## src/rtl/load_store_unit_pkg.sv

```systemverilog
// Shared definitions for the load/store unit: FSM states, access-size
// encodings and the byte-lane helpers used when a request is accepted.
package load_store_unit_pkg;

  localparam int unsigned LSU_XLEN = 32;

  localparam logic [1:0] SZ_B = 2'b00;
  localparam logic [1:0] SZ_H = 2'b01;
  localparam logic [1:0] SZ_W = 2'b10;

  typedef enum logic [1:0] {
    S_IDLE = 2'b00,
    S_REQ  = 2'b01,
    S_WAIT = 2'b10,
    S_DONE = 2'b11
  } lsu_state_e;

  // Size 11 is reserved and always treated as misaligned.
  function automatic logic is_misaligned(input logic [1:0] size, input logic [1:0] off);
    case (size)
      SZ_B:    is_misaligned = 1'b0;
      SZ_H:    is_misaligned = off[0];
      SZ_W:    is_misaligned = (off != 2'b00);
      default: is_misaligned = 1'b1;
    endcase
  endfunction

  function automatic logic [3:0] byte_en(input logic [1:0] size, input logic [1:0] off);
    case (size)
      SZ_B:    byte_en = 4'b0001 << off;
      SZ_H:    byte_en = 4'b0011 << {off[1], 1'b0};
      default: byte_en = 4'b1111;
    endcase
  endfunction

  function automatic logic [LSU_XLEN-1:0] store_rep(input logic [1:0] size,
                                                    input logic [LSU_XLEN-1:0] wdata);
    case (size)
      SZ_B:    store_rep = {4{wdata[7:0]}};
      SZ_H:    store_rep = {2{wdata[15:0]}};
      default: store_rep = wdata;
    endcase
  endfunction

endpackage

```

## src/rtl/load_store_unit_align.sv

```systemverilog
// load_align: extracts the addressed byte/half/word from a read word and
// sign- or zero-extends it. Purely combinational.
module load_align
  import load_store_unit_pkg::*;
(
  input  logic [LSU_XLEN-1:0] rdata_i,
  input  logic [1:0]          off_i,
  input  logic [2:0]          funct3_i,
  output logic [LSU_XLEN-1:0] data_o
);

  logic [LSU_XLEN-1:0] shifted;

  // Shift the addressed lane down to bit 0, then size and extend it.
  always_comb begin
    shifted = rdata_i >> {off_i, 3'b000};
    case (funct3_i[1:0])
      SZ_B:    data_o = {{24{~funct3_i[2] & shifted[7]}}, shifted[7:0]};
      SZ_H:    data_o = {{16{~funct3_i[2] & shifted[15]}}, shifted[15:0]};
      default: data_o = shifted;
    endcase
  end

endmodule

```

## src/rtl/load_store_unit.sv

```systemverilog
// load_store_unit: one data-memory transaction per instruction over a
// ready/valid bus, stalling upstream until it completes.
// Optional: define LSU_TIMEOUT_EN to enable the REQ/WAIT watchdog.
module load_store_unit
  import load_store_unit_pkg::*;
#(
  parameter int unsigned XLEN           = 32,
  parameter int unsigned TIMEOUT_CYCLES = 255
) (
  input  logic            i_clk,
  input  logic            i_rst_n,
  input  logic            i_memReq,
  input  logic            i_memWrite,
  input  logic [2:0]      i_funct3,
  input  logic [XLEN-1:0] i_addr,
  input  logic [XLEN-1:0] i_wdata,
  input  logic [4:0]      i_rd,
  output logic            o_dmem_req,
  output logic            o_dmem_we,
  output logic [XLEN-1:0] o_dmem_addr,
  output logic [3:0]      o_dmem_be,
  output logic [XLEN-1:0] o_dmem_wdata,
  input  logic            i_dmem_ready,
  input  logic            i_dmem_rvalid,
  input  logic [XLEN-1:0] i_dmem_rdata,
  output logic            o_stall,
  output logic            o_done,
  output logic            o_load_valid,
  output logic [XLEN-1:0] o_load_data,
  output logic [4:0]      o_load_rd,
  output logic            o_misaligned,
  output logic            o_bus_error
);

  if (XLEN != 32 || TIMEOUT_CYCLES == 0) begin : g_bad_param
    $error("load_store_unit: XLEN must be 32 and TIMEOUT_CYCLES nonzero");
  end

  lsu_state_e      state_q, state_d;
  logic [XLEN-1:0] waddr_q, waddr_d;
  logic [3:0]      be_q, be_d;
  logic [XLEN-1:0] wdata_q, wdata_d;
  logic [2:0]      funct3_q, funct3_d;
  logic [1:0]      off_q, off_d;
  logic [4:0]      rd_q, rd_d;
  logic            we_q, we_d;
  logic [XLEN-1:0] load_data_q, load_data_d;
  logic [4:0]      load_rd_q, load_rd_d;
  logic [XLEN-1:0] align_data;
  logic            tmo;
  logic            bus_err;

  load_align u_align (
    .rdata_i  (i_dmem_rdata),
    .off_i    (off_q),
    .funct3_i (funct3_q),
    .data_o   (align_data)
  );

`ifdef LSU_TIMEOUT_EN
  localparam int unsigned CNT_W = (TIMEOUT_CYCLES < 256) ? 8 : $clog2(TIMEOUT_CYCLES + 1);
  logic [CNT_W-1:0] cnt_q;

  // Watchdog: zero while idle so it starts at 0 on entry to REQ.
  always_ff @(posedge i_clk or negedge i_rst_n) begin
    if (!i_rst_n)                                    cnt_q <= '0;
    else if (state_q == S_IDLE)                      cnt_q <= '0;
    else if (state_q == S_REQ || state_q == S_WAIT)  cnt_q <= cnt_q + 1'b1;
  end

  assign tmo = (state_q == S_REQ || state_q == S_WAIT) &&
               (cnt_q == CNT_W'(TIMEOUT_CYCLES - 1));
`else
  assign tmo = 1'b0;
`endif

  assign o_bus_error = bus_err;
  assign o_load_data = load_data_q;
  assign o_load_rd   = load_rd_q;

  // State and latched request registers.
  always_ff @(posedge i_clk or negedge i_rst_n) begin
    if (!i_rst_n) begin
      state_q     <= S_IDLE;
      waddr_q     <= '0;
      be_q        <= '0;
      wdata_q     <= '0;
      funct3_q    <= '0;
      off_q       <= '0;
      rd_q        <= '0;
      we_q        <= 1'b0;
      load_data_q <= '0;
      load_rd_q   <= '0;
    end else begin
      state_q     <= state_d;
      waddr_q     <= waddr_d;
      be_q        <= be_d;
      wdata_q     <= wdata_d;
      funct3_q    <= funct3_d;
      off_q       <= off_d;
      rd_q        <= rd_d;
      we_q        <= we_d;
      load_data_q <= load_data_d;
      load_rd_q   <= load_rd_d;
    end
  end

  // Next-state, request latching and output decode.
  always_comb begin
    state_d      = state_q;
    waddr_d      = waddr_q;
    be_d         = be_q;
    wdata_d      = wdata_q;
    funct3_d     = funct3_q;
    off_d        = off_q;
    rd_d         = rd_q;
    we_d         = we_q;
    load_data_d  = load_data_q;
    load_rd_d    = load_rd_q;
    o_stall      = 1'b0;
    o_done       = 1'b0;
    o_load_valid = 1'b0;
    o_misaligned = 1'b0;
    o_dmem_req   = 1'b0;
    o_dmem_we    = 1'b0;
    o_dmem_addr  = '0;
    o_dmem_be    = '0;
    o_dmem_wdata = '0;
    bus_err      = 1'b0;
    case (state_q)
      S_IDLE: begin
        if (i_memReq) begin
          if (is_misaligned(i_funct3[1:0], i_addr[1:0])) begin
            o_misaligned = 1'b1;
          end else begin
            o_stall  = 1'b1;
            waddr_d  = {i_addr[XLEN-1:2], 2'b00};
            be_d     = byte_en(i_funct3[1:0], i_addr[1:0]);
            wdata_d  = store_rep(i_funct3[1:0], i_wdata);
            funct3_d = i_funct3;
            off_d    = i_addr[1:0];
            rd_d     = i_rd;
            we_d     = i_memWrite;
            state_d  = S_REQ;
          end
        end
      end
      S_REQ: begin
        o_stall      = 1'b1;
        o_dmem_req   = 1'b1;
        o_dmem_we    = we_q;
        o_dmem_addr  = waddr_q;
        o_dmem_be    = be_q;
        o_dmem_wdata = wdata_q;
        if (i_dmem_ready) begin
          if (we_q) begin
            state_d = S_DONE;
          end else if (i_dmem_rvalid) begin
            load_data_d = align_data;
            load_rd_d   = rd_q;
            state_d     = S_DONE;
          end else begin
            state_d = S_WAIT;
          end
        end else if (tmo) begin
          bus_err     = 1'b1;
          load_data_d = '0;
          state_d     = S_DONE;
        end
      end
      S_WAIT: begin
        o_stall = 1'b1;
        if (i_dmem_rvalid) begin
          load_data_d = align_data;
          load_rd_d   = rd_q;
          state_d     = S_DONE;
        end else if (tmo) begin
          bus_err     = 1'b1;
          load_data_d = '0;
          state_d     = S_DONE;
        end
      end
      default: begin
        o_done       = 1'b1;
        o_load_valid = ~we_q;
        state_d      = S_IDLE;
      end
    endcase
  end

endmodule

```

## config.mk

```make
export PLATFORM = sky130hd
export DESIGN_NAME = load_store_unit
export DESIGN_NICKNAME = d
export VERILOG_FILES = /design/src/rtl/load_store_unit_pkg.sv /design/src/rtl/load_store_unit_align.sv /design/src/rtl/load_store_unit.sv
export SDC_FILE = /design/constraint.sdc
export NUM_CORES = 1
export LEC_CHECK = 0
export CORE_UTILIZATION = 23
export CTS_CLUSTER_DIAMETER = 120
export DETAILED_ROUTE_END_ITERATION = 6
export SLEW_MARGIN = 15
export SYNTH_ARGS = -nofsm -noshare
export SYNTH_HDL_FRONTEND = slang
export SYNTH_SLANG_ARGS = --single-unit
```

## constraint.sdc

```tcl
create_clock -name i_clk -period 2.7 [get_ports i_clk]
set_clock_uncertainty 0.15 [all_clocks]
set_input_delay 0.405 -clock i_clk [delete_from_list [all_inputs] [get_ports i_clk]]
set_output_delay 0.405 -clock i_clk [all_outputs]
set_load 0.005 [all_outputs]
```

==> impl_metrics.ini <==
[run_status]
status = complete, no violations

[critical_path]
cp.required_ns = 2.14
end_kind = output port
crit_buf_inv = 3
crit_slowest_cell = clkdlybuf4s50_1
worstSetupPathType = reg -> out
critPathTopFamily = buffers and inverters
cp-start-kind = flop
crit_arrival_ns = 2.04
critPathMaxStageDelay_ns = 0.53
cp_cell_sequence = inv_1 -> ha_4 -> buf_12 -> and2_1 -> clkdlybuf4s50_1
crit_fanout = 51

[place]
place.gp.congestion = 0.742
place_inst = 1061
place_hpwl_mm = 12.9
pre_cts_slack_ns = 0.131
io_buffers = 218

[synth]
syn_inst = 538
syn_avg_cell_area_sq_um = 10.8
ys_types = 41
syn_area_sq_mm = 0.00582
synth_seq_cells = 116
async_flop_share = 1.00
yosys_warnings = 0
synth_seq_area_share = 0.498
synth_flop_cell = dfrtp_1
synth_edf_count = 0

[clocking]
cts_tree = yes
cts_buffers = 17
clk_pin_slew_ns = 0.06
clockBufferDepth = 2
cts_root_buf = clkbuf_16
clkSinkCount = 116
htree_levels = 4
clock_latency_ns = 0.41

[power_and_ir_drop]
totalPowerFinal_mw = 9.50
power_frac_comb = 0.426
p_sw_mw = 2.95
power_density_mw_per_mm2 = 1050
switching_share = 0.311
power.leakage_nw = 3.97
irDropWorstVdd_mv = 0.342
p_seq_frac = 0.325
p_int_mw = 6.54
clkPwrFrac = 0.249

[layout]
fin_nets = 871
layout-drive-gt1-share = 0.149
final_common_cell = clkdlybuf4s50_1
area_growth_pct = 55.7
stdcell_count = 1094
layout_common_cells = 208 x clkdlybuf4s50_1, 116 x dfrtp_1, 74 x and2_1
antenna_cells = 0

[routing]
vias = 4771
vias_per_cell = 4.36
drtPass1Iterations = 5
detail-route-antenna-nets = 0
drt_iter0_drc = 294
drc = 0
routed_wl_mm = 18.0
wl_per_cell_um = 16.4

[global_route]
track_usage = 0.143
antenna_found_initial = 3
grt_overflow_total = 0
grt_max_degree = 103
first_global_vias = 4950
grt_pass1_wl_mm = 28.4

[floorplanning]
die_h_um = 161
io_pins = 222
die_width_um = 161
initial_utilization = 0.237
std_cell_rows = 57
fp.coreArea_sq_mm = 0.0246
die_area_sq_mm = 0.0260

[timing]
finalSetupViolCount = 0
drv_slew = 0
period_minus_slack_ns = 2.59
max_slew_margin = 0.544
timing.fmax_ghz = 0.385
fin_crit_sh = 0.961
worst_slew_pin_slew_ns = 0.682
tns_ns = 0
finalWorstSetupSlack_ns = 0.106
rsz0062_at_grt = no
hold_violations = 0

[job]
maxCapViolations = 0

[hold_path]
hold_class = reg -> reg
-- cell usage after synthesis (all sizes together) (2+ instances only) --
master / count / area [sq um]
dfrtp: 116 / 2900
mux2i: 41 / 410
a21oi: 30 / 154
ha: 4 / 50.1
a22o: 7 / 61.3
a211o: 2 / 17.5
nor2b: 10 / 62.6
o21ai: 40 / 215
a211oi: 8 / 65.1
and2: 75 / 469
o22a: 16 / 140
clkbuf: 16 / 60.1
nand2: 49 / 184
nor2: 22 / 85.1
buf: 23 / 140
inv: 6 / 22.5
nand2b: 4 / 25.0
mux2: 57 / 646
nor3: 2 / 15.0
-- layout make-up --
| cell class | instances | area [sq um] |
|---|---|---|
| Fill cell | 2472 | 15500 |
| Sequential cell | 116 | 2900 |
| Multi-Input combinational cell | 379 | 2730 |
| Timing Repair Buffer | 237 | 2400 |
| Clock buffer | 23 | 488 |
| Tap cell | 324 | 405 |
| Clock inverter | 9 | 125 |
| Inverter | 6 | 22.5 |
-- worst paths after layout --
check                      startpoint               end  slack [ns]  depth (start not counted)
setup reg to reg           state_q[0]           rd_q[0]        0.45                          7
hold reg to reg               rd_q[3]      o_load_rd[3]        0.31                          2
hold / removal                rd_q[3]      o_load_rd[3]        0.31                          2
min in group asynchronous     i_rst_n      o_load_rd[1]        0.38                          2
setup / recovery           state_q[1]  o_dmem_wdata[11]        0.11                          5
max in group asynchronous     i_rst_n    o_load_data[6]        1.23                          3
-- power by group through the flow --
stage | combinational [mW] | sequential [mW] | clock (mW)
2_1_floorplan | 2.13 | 2.97 | 0
3_3_place_gp | 4.06 | 3.09 | 0
3_5_place_dp | 4.11 | 3.12 | 0
5_1_grt | 4.46 | 3.21 | 2.52
4_1_cts | 4.13 | 3.09 | 2.45
6_report | 4.04 | 3.09 | 2.37
-- registers in the layout, summed over array words and instances, names as in the netlist --
register	count
we_q	1
o_load_rd	5
o_load_data	32
be_q	4
waddr_q	30
rd_q	5
state_q	2
off_q	2
wdata_q	32
funct3_q	3
-- cell families (layout without fill, tap and decap cells) --
kind of cell | Yosys count | count (layout) | synth area share
buffers and inverters | 45 | 275 | 0.0382
adders and majority gates | 4 | 4 | 0.00859
other | 1 | 3 | 0.000644
AOI/OAI and AO/OA | 107 | 107 | 0.119
muxes | 99 | 99 | 0.186
and+or+nand+nor | 166 | 166 | 0.150
DFF | 116 | 116 | 0.498
-- timing repair --
action                                  in CTS  in global routing
endpoints found under the hold margin       40                  0
hold buffers                                 1                  0
resized for setup                            0                 11
buffers inserted                             0                  0
endpoints found under the setup margin       0                 19
-- per-layer routing --
layer  up-vias  track usage  part of all wire
met2       166        0.230              0.47
met3        19       0.0568             0.087
met1      2282        0.175              0.43
li1       2298            -                 -
met5         -            0            0.0020
met4         6       0.0399            0.0093
-- through the flow --
step / hold slack (ns) / cell area [sq um] / utilization
detailed placement: 0.293 / 8410 / 0.342
floorplan: -0.0406 / 5830 / -
finish: 0.308 / 9070 / 0.369
global placement: 0.293 / 8410 / 0.342
CTS: 0.307 / 9030 / 0.367
global route: 0.341 / 9070 / 0.369
-- worst min-delay path, cell delays in order (launching register included) --
cell,delay [ns]
dfrtp_1,0.33
nand2_1,0.05
nand2_1,0.05
Power figures use the tool's default switching activity.
